## config.mk

```make
export PLATFORM = sky130hd
export DESIGN_NAME = ticket_dispenser_flat
export DESIGN_NICKNAME = d
export VERILOG_FILES = /design/src/rtl/dispenser_pkg.sv /design/src/rtl/dispenser_if.sv /design/src/rtl/ticket_dispenser_coin_select.sv /design/src/rtl/ticket_dispenser.sv /design/src/flat_wrapper.sv
export SDC_FILE = /design/constraint.sdc
export NUM_CORES = 1
export LEC_CHECK = 0
export BUFFER_PORTS_ARGS = -buffer_cell sky130_fd_sc_hd__buf_2
export CORE_MARGIN = 3
export CORE_UTILIZATION = 32
export DETAILED_ROUTE_END_ITERATION = 8
export PLACE_DENSITY = 0.52
export RECOVER_POWER = 50
export REMOVE_ABC_BUFFERS = 1
export SETUP_SLACK_MARGIN = 0.1
export SLEW_MARGIN = 20
export SYNTH_ARGS = -nofsm -noshare
export SYNTH_HDL_FRONTEND = slang
export SYNTH_SLANG_ARGS = --single-unit
```

## constraint.sdc

```tcl
create_clock -name clk -period 6.5 [get_ports clk]
set_input_delay 0.325 -clock clk [delete_from_list [all_inputs] [get_ports clk]]
set_output_delay 0.325 -clock clk [all_outputs]
set_load 0.005 [all_outputs]
```

## src/rtl/dispenser_pkg.sv

```systemverilog
// Shared types and constants for the ticket/change dispenser: FSM states,
// coin denominations, field widths and the coin-value helper.
package dispenser_pkg;

  localparam int REFUND_W = 7;
  localparam int TICKET_W = 3;
  localparam int GAP_W    = 3;

  localparam logic [REFUND_W-1:0] COIN10 = 7'd10;
  localparam logic [REFUND_W-1:0] COIN5  = 7'd5;
  localparam logic [REFUND_W-1:0] COIN1  = 7'd1;

  typedef enum logic [2:0] {
    S_IDLE,
    S_TICKET,
    S_CHANGE,
    S_GAP,
    S_DONE
  } state_e;

  typedef struct packed {
    logic c10;
    logic c5;
    logic c1;
  } coin_sel_t;

  function automatic logic [REFUND_W-1:0] coin_value(input coin_sel_t sel);
    logic [REFUND_W-1:0] val;
    val = '0;
    if (sel.c10)     val = COIN10;
    else if (sel.c5) val = COIN5;
    else if (sel.c1) val = COIN1;
    return val;
  endfunction

endpackage

```

## src/rtl/dispenser_if.sv

```systemverilog
// Request, inventory-load and payout signals of the dispenser, bundled with
// a master (requester) and slave (dispenser) view.
interface dispenser_if
  import dispenser_pkg::*;
#(
  parameter int INV_W = 8
);
  logic                req_valid;
  logic                req_ready;
  logic [TICKET_W-1:0] req_tickets;
  logic [REFUND_W-1:0] req_refund;
  logic                inv_load;
  logic [INV_W-1:0]    inv10_in;
  logic [INV_W-1:0]    inv5_in;
  logic [INV_W-1:0]    inv1_in;
  logic                ticket_pulse;
  logic                coin10_pulse;
  logic                coin5_pulse;
  logic                coin1_pulse;
  logic                busy;
  logic                done;
  logic                short;
  logic [REFUND_W-1:0] owed;

  modport master (
    output req_valid, req_tickets, req_refund, inv_load, inv10_in, inv5_in, inv1_in,
    input  req_ready, ticket_pulse, coin10_pulse, coin5_pulse, coin1_pulse,
           busy, done, short, owed
  );

  modport slave (
    input  req_valid, req_tickets, req_refund, inv_load, inv10_in, inv5_in, inv1_in,
    output req_ready, ticket_pulse, coin10_pulse, coin5_pulse, coin1_pulse,
           busy, done, short, owed
  );
endinterface

```

## src/rtl/ticket_dispenser_coin_select.sv

```systemverilog
// Greedy coin chooser: largest denomination that fits the remaining amount
// and is still in stock; none_o when nothing can be paid.
module coin_select
  import dispenser_pkg::*;
(
  input  logic [REFUND_W-1:0] remaining_i,
  input  logic                has10_i,
  input  logic                has5_i,
  input  logic                has1_i,
  output coin_sel_t           sel_o,
  output logic                none_o
);

  always_comb begin
    sel_o = '0;
    if (remaining_i >= COIN10 && has10_i)     sel_o.c10 = 1'b1;
    else if (remaining_i >= COIN5 && has5_i)  sel_o.c5  = 1'b1;
    else if (remaining_i >= COIN1 && has1_i)  sel_o.c1  = 1'b1;
  end

  assign none_o = (sel_o == '0);

endmodule

```

## src/rtl/ticket_dispenser.sv

```systemverilog
// Ticket and change dispenser: issues the requested tickets, then pays the
// refund greedily from three coin inventories, one pulse at a time.
module ticket_dispenser
  import dispenser_pkg::*;
#(
  parameter int PULSE_GAP = 1,
  parameter int INV_W     = 8
) (
  input  logic        clk,
  input  logic        reset,
  dispenser_if.slave  bus
);

  state_e              state_q, state_d;
  state_e              pend_q, pend_d;
  logic [TICKET_W-1:0] tickets_q, tickets_d;
  logic [REFUND_W-1:0] rem_q, rem_d;
  logic [GAP_W-1:0]    gap_q, gap_d;
  logic                short_q, short_d;
  logic [INV_W-1:0]    inv10_q, inv10_d;
  logic [INV_W-1:0]    inv5_q, inv5_d;
  logic [INV_W-1:0]    inv1_q, inv1_d;

  coin_sel_t           sel;
  logic                sel_none;
  logic                fire;
  state_e              next_pend;
  logic                ticket_p, c10_p, c5_p, c1_p, done_p;

  coin_select u_coin_select (
    .remaining_i (rem_q),
    .has10_i     (inv10_q != '0),
    .has5_i      (inv5_q != '0),
    .has1_i      (inv1_q != '0),
    .sel_o       (sel),
    .none_o      (sel_none)
  );

  // NOTE: every variable gets a default first so no path leaves it unassigned (no latches).
  always_comb begin
    state_d   = state_q;
    pend_d    = pend_q;
    tickets_d = tickets_q;
    rem_d     = rem_q;
    gap_d     = gap_q;
    short_d   = short_q;
    inv10_d   = inv10_q;
    inv5_d    = inv5_q;
    inv1_d    = inv1_q;
    fire      = 1'b0;
    next_pend = S_DONE;
    ticket_p  = 1'b0;
    c10_p     = 1'b0;
    c5_p      = 1'b0;
    c1_p      = 1'b0;
    done_p    = 1'b0;

    unique case (state_q)
      S_IDLE: begin
        // Load is applied in the same cycle as an accept, so payout sees it.
        if (bus.inv_load) begin
          inv10_d = bus.inv10_in;
          inv5_d  = bus.inv5_in;
          inv1_d  = bus.inv1_in;
        end
        if (bus.req_valid) begin
          tickets_d = bus.req_tickets;
          rem_d     = bus.req_refund;
          short_d   = 1'b0;
          if (bus.req_tickets != '0)     state_d = S_TICKET;
          else if (bus.req_refund != '0) state_d = S_CHANGE;
          else                           state_d = S_DONE;
        end
      end
      S_TICKET: begin
        ticket_p  = 1'b1;
        tickets_d = tickets_q - 1'b1;
        fire      = 1'b1;
        if (tickets_q != TICKET_W'(1)) next_pend = S_TICKET;
        else if (rem_q != '0)          next_pend = S_CHANGE;
        else                           next_pend = S_DONE;
      end
      S_CHANGE: begin
        if (!sel_none) begin
          c10_p = sel.c10;
          c5_p  = sel.c5;
          c1_p  = sel.c1;
          rem_d = rem_q - coin_value(sel);
          if (sel.c10) inv10_d = inv10_q - 1'b1;
          if (sel.c5)  inv5_d  = inv5_q - 1'b1;
          if (sel.c1)  inv1_d  = inv1_q - 1'b1;
          fire      = 1'b1;
          next_pend = (rem_d != '0) ? S_CHANGE : S_DONE;
        end else begin
          short_d = (rem_q != '0);
          state_d = S_DONE;
        end
      end
      S_GAP: begin
        if (gap_q == '0) state_d = pend_q;
        else             gap_d   = gap_q - 1'b1;
      end
      S_DONE: begin
        done_p  = 1'b1;
        state_d = S_IDLE;
      end
      default: state_d = S_IDLE;
    endcase

    // A pulse either goes straight to the next pulse state or parks in GAP.
    if (fire) begin
      pend_d = next_pend;
      if (PULSE_GAP == 0) begin
        state_d = next_pend;
      end else begin
        state_d = S_GAP;
        gap_d   = GAP_W'(PULSE_GAP - 1);
      end
    end
  end

  // NOTE: sequential state uses non-blocking assignments so all registers update together.
  always_ff @(posedge clk) begin
    if (reset) begin
      state_q   <= S_IDLE;
      pend_q    <= S_IDLE;
      tickets_q <= '0;
      rem_q     <= '0;
      gap_q     <= '0;
      short_q   <= 1'b0;
      inv10_q   <= '0;
      inv5_q    <= '0;
      inv1_q    <= '0;
    end else begin
      state_q   <= state_d;
      pend_q    <= pend_d;
      tickets_q <= tickets_d;
      rem_q     <= rem_d;
      gap_q     <= gap_d;
      short_q   <= short_d;
      inv10_q   <= inv10_d;
      inv5_q    <= inv5_d;
      inv1_q    <= inv1_d;
    end
  end

  // Reset gates the state-derived outputs so an aborted payout emits nothing.
  assign bus.req_ready    = !reset && (state_q == S_IDLE);
  assign bus.busy         = !reset && (state_q != S_IDLE);
  assign bus.ticket_pulse = !reset && ticket_p;
  assign bus.coin10_pulse = !reset && c10_p;
  assign bus.coin5_pulse  = !reset && c5_p;
  assign bus.coin1_pulse  = !reset && c1_p;
  assign bus.done         = !reset && done_p;
  assign bus.short        = short_q;
  assign bus.owed         = rem_q;

endmodule

```

## src/flat_wrapper.sv

```systemverilog
// flat-port wrapper written by rule: the top's interface ports become plain ports
module ticket_dispenser_flat import dispenser_pkg::*;
#(
  parameter int PULSE_GAP = 1,
  parameter int INV_W     = 8
)
  (clk, reset, bus_req_valid, bus_req_tickets, bus_req_refund, bus_inv_load, bus_inv10_in, bus_inv5_in, bus_inv1_in, bus_req_ready, bus_ticket_pulse, bus_coin10_pulse, bus_coin5_pulse, bus_coin1_pulse, bus_busy, bus_done, bus_short, bus_owed);
  dispenser_if #(.INV_W(INV_W)) bus_i ();
  input  logic clk;
  input  logic reset;
  input wire logic [$bits(bus_i.req_valid)-1:0] bus_req_valid;
  input wire logic [$bits(bus_i.req_tickets)-1:0] bus_req_tickets;
  input wire logic [$bits(bus_i.req_refund)-1:0] bus_req_refund;
  input wire logic [$bits(bus_i.inv_load)-1:0] bus_inv_load;
  input wire logic [$bits(bus_i.inv10_in)-1:0] bus_inv10_in;
  input wire logic [$bits(bus_i.inv5_in)-1:0] bus_inv5_in;
  input wire logic [$bits(bus_i.inv1_in)-1:0] bus_inv1_in;
  output wire logic [$bits(bus_i.req_ready)-1:0] bus_req_ready;
  output wire logic [$bits(bus_i.ticket_pulse)-1:0] bus_ticket_pulse;
  output wire logic [$bits(bus_i.coin10_pulse)-1:0] bus_coin10_pulse;
  output wire logic [$bits(bus_i.coin5_pulse)-1:0] bus_coin5_pulse;
  output wire logic [$bits(bus_i.coin1_pulse)-1:0] bus_coin1_pulse;
  output wire logic [$bits(bus_i.busy)-1:0] bus_busy;
  output wire logic [$bits(bus_i.done)-1:0] bus_done;
  output wire logic [$bits(bus_i.short)-1:0] bus_short;
  output wire logic [$bits(bus_i.owed)-1:0] bus_owed;
  assign bus_i.req_valid = bus_req_valid;
  assign bus_i.req_tickets = bus_req_tickets;
  assign bus_i.req_refund = bus_req_refund;
  assign bus_i.inv_load = bus_inv_load;
  assign bus_i.inv10_in = bus_inv10_in;
  assign bus_i.inv5_in = bus_inv5_in;
  assign bus_i.inv1_in = bus_inv1_in;
  assign bus_req_ready = bus_i.req_ready;
  assign bus_ticket_pulse = bus_i.ticket_pulse;
  assign bus_coin10_pulse = bus_i.coin10_pulse;
  assign bus_coin5_pulse = bus_i.coin5_pulse;
  assign bus_coin1_pulse = bus_i.coin1_pulse;
  assign bus_busy = bus_i.busy;
  assign bus_done = bus_i.done;
  assign bus_short = bus_i.short;
  assign bus_owed = bus_i.owed;
  ticket_dispenser #(.PULSE_GAP(PULSE_GAP), .INV_W(INV_W)) u_core (.clk(clk), .reset(reset), .bus(bus_i));
endmodule
```

==> flow_summary_export.csv <==
group,metric,value,unit
run_status,status,"finished, final reports clean",
detailed_routing,drc,0,
die,die_h,104.4,um
timing,fin_ws,2517,ps
logic_synthesis,synth_edf_count,0,
logic_synthesis,syn_inst,387,
clock_network,cts_tree,"done",
detailed_routing,drtPass1Iterations,4,
timing,worstMarginPinSlew,1328,ps
power_and_ir_drop,power_density,578.3,nW/um2
detailed_routing,routed_wl,9175,um
die,core_region_area,9328,um2
timing,hold_viol,0,
global_route,grt_pass1_vias,3097,
logic_synthesis,yosys.area.top_type,"dfxtp_1",
power_and_ir_drop,design_power_total,2.017,mW
clock_network,clk_path_buf_depth,2,
final_layout,drive_above_1_share,0.1860,
logic_synthesis,ys_ff_latch,44,
min_path,hold_class,"primary input to flop",
logic_synthesis,ys_async_sr_fraction,0,
logic_synthesis,synthTopCellsByArea,"dfxtp_1 (28%), nor2_1 (4.6%), a21oi_1 (4.5%)",
clock_network,cts_max_level,2,
worst_setup_path,critPathCaptureType,"flop",
worst_setup_path,path_max_fanout,13,
logic_synthesis,ys_seq_area_frac,0.2841,
min_path,hp-start,"bus_inv5_in[0]",
worst_setup_path,cp.required,6740,ps
final_layout,fin_util,0.3740,
timing,slew_violations,0,
clock_network,cts_setup_buffers,0,
worst_setup_path,r2r_end,"u_core.bus.owed[5]$_SDFFE_PP0P_",
logic_synthesis,netlist_area,3100,um2
final_layout,final_net_count,479,
power_and_ir_drop,ir_worst_vdd,0.2394,mV
detailed_routing,avgRoutedWirePerCell,16.41,um
detailed_routing,final_antenna_net_count,0,
logic_synthesis,yosysTopAreaCellShare,0.2841,
die,rows,35,
timing,final.setup_skew,5.999,ps
final_layout,diodes,0,
timing,relSlewSlack,0.1068,
logic_synthesis,synth_top_flop_cell,"dfxtp_1",
place,io_buffers,52,
clock_network,clk_latency,300,ps
global_route,grt_max_degree,40,
detailed_routing,vias,3068,
global_route,grt_overflow,0,
timing,post-route-min-period,3983,ps
flow_run,drv_cap,0,
timing,rsz0062_at_grt,"false",
logic_synthesis,ys_warn_count,0,
global_route,grt_pass1_wl,15530,um
logic_synthesis,syn_avg_cell_area,8.012,um2
clock_network,ctsResizeCount,0,
global_route,track_usage,0.1704,
worst_setup_path,critPathKind,"flop to flop",
clock_network,clock_sinks,44,
place,dp_slack,3129,ps
final_layout,nFillCells,1025,
logic_synthesis,synth.most_common_cell,"dfxtp_1",
power_and_ir_drop,power.leakage,1.351,nW
die,initial_core_util,0.3324,
die,die_area,10910,um2
timing,fin_setup_tns,0,ps
worst_setup_path,endpoint,"u_core.bus.owed[5]$_SDFFE_PP0P_",
place,hpwl,6754,um
clock_network,hold_buffers,0,
timing,setup_viol,0,
detailed_routing,routed_via_density,5.488,
logic_synthesis,ys_types,72,
worst_setup_path,r2r-start,"u_core.inv10_q[0]$_SDFFE_PP0P_",
clock_network,cts_buffers,5,
die,ios,53,
logic_synthesis,synth_common_cells,"dfxtp_1 (44), nor2_1 (38), nand2_1 (34), a21oi_1 (28), nor3_1 (26)",
worst_setup_path,crit_path_start,"u_core.inv10_q[0]$_SDFFE_PP0P_",
timing,period_share,0.6128,
global_route,antenna_found_initial,0,
clock_network,clk_pin_slew_worst_paths,90,ps
final_layout,seq_area,880.8,um2
place,gp_congestion,0.8299,
clock_network,cts_root_buf,"clkbuf_8",
final_layout,area_growth,12.51,%
final_layout,multiInputGateArea,1958,um2
timing,fmax,0.2510,GHz
worst_setup_path,worstPathArrival,4220,ps
worst_setup_path,rrSetupSlack,2520,ps
worst_setup_path,worst-r2r-cell-count,13,
detailed_routing,drt_iter0_markers,130,
die,die_w,104.4,um
worst_setup_path,cp-start-kind,"flop",
==> state kept, by name (all words and copies together), names as in the netlist <==
| name | flops |
|---|---|
| u_core.state_q | 3 |
| u_core.gap_q | 3 |
| u_core.inv1_q | 8 |
| u_core.bus.owed | 7 |
| u_core.bus.short | 1 |
| u_core.inv5_q | 8 |
| u_core.inv10_q | 8 |
| u_core.tickets_q | 3 |
| u_core.pend_q | 3 |
==> where the power goes <==
part           switching, mW  leakage, nW  internal [mW]
clock network          0.105       0.0645          0.136
logic                  0.788        0.926          0.506
registers              0.120        0.361          0.364
total                   1.01         1.35           1.01
==> layout make-up <==
type | count | share of cell area
Multi-Input combinational cell | 301 | 0.5613
Clock inverter | 1 | 0.008608
Tap cell | 129 | 0.04627
Clock buffer | 7 | 0.02762
Sequential cell | 44 | 0.2525
Timing Repair Buffer | 56 | 0.08106
Inverter | 21 | 0.02260
==> placed cells by master, fill, tap and decap left out, types with 2 or more instances in the layout <==
cell / n
nand2_1: 34
a22o_1: 4
clkbuf_8: 7
a221oi_1: 3
or4_1: 7
o311ai_0: 4
o21ai_0: 24
nor3b_1: 3
buf_4: 4
nand3_1: 12
o221ai_1: 2
dfxtp_1: 44
and3_1: 3
nand2b_1: 3
nor2_1: 39
o21a_1: 4
ha_1: 11
o2bb2ai_1: 2
inv_1: 19
nor3_1: 26
clkbuf_1: 6
buf_2: 45
nand3b_1: 5
a32o_1: 13
o31ai_1: 4
a211oi_1: 3
or3_2: 2
o22ai_1: 3
a2111oi_2: 2
nor4_1: 8
a21oi_1: 28
or3b_2: 2
xnor2_1: 2
a31oi_1: 8
or3_1: 5
==> stage by stage <==
stage	hold slack [ps]	instance area, um2	cells
global route	319.8	3488	559
detailed placement	460.1	3388	551
floorplan	392.9	2937	366
finish	306.5	3488	559
global placement	458.4	3388	551
CTS	301.2	3515	559
==> worst max-delay path: stages, from the launching register on <==
cell	delay (ps)
dfxtp_1	340
inv_1	110
ha_1	190
nor4b_1	460
a22o_1	560
inv_1	320
nor2_1	310
inv_2	100
ha_1	360
a21oi_1	200
a21boi_0	170
or4_1	430
a32o_1	250
a21oi_1	100
==> metal layers <==
layer / track usage / share of wire / up-vias
met4: 0.03039 / 0.0045 / 0
met2: 0.2786 / 0.46 / 87
met5: 0 / 0 / -
met3: 0.02669 / 0.061 / 7
li1: - / - / 1556
met1: 0.2385 / 0.47 / 1418
==> worst min path at each step <==
stage	to	cells after the start
floorplan	u_core.bus.owed[1]$_SDFFE_PP0P_	1
global placement	u_core.tickets_q[1]$_SDFFE_PP0P_	2
detailed placement	u_core.tickets_q[1]$_SDFFE_PP0P_	2
CTS	u_core.inv5_q[0]$_SDFFE_PP0P_	3
global route	u_core.inv5_q[0]$_SDFFE_PP0P_	3
finish	u_core.inv5_q[0]$_SDFFE_PP0P_	3
==> cell families after synthesis <==
| logic type | Yosys count | synth area share |
|---|---|---|
| adder cells (fa/ha/maj) | 12 | 0.05085 |
| XOR/XNOR | 3 | 0.008476 |
| AO/OA/AOI/OAI | 122 | 0.2942 |
| flip-flops | 44 | 0.2841 |
| multiplexers | 1 | 0.003229 |
| AND/OR/NAND/NOR | 163 | 0.2809 |
| buffers and inverters | 42 | 0.07828 |
No activity file was read; power rests on OpenSTA's default activity.
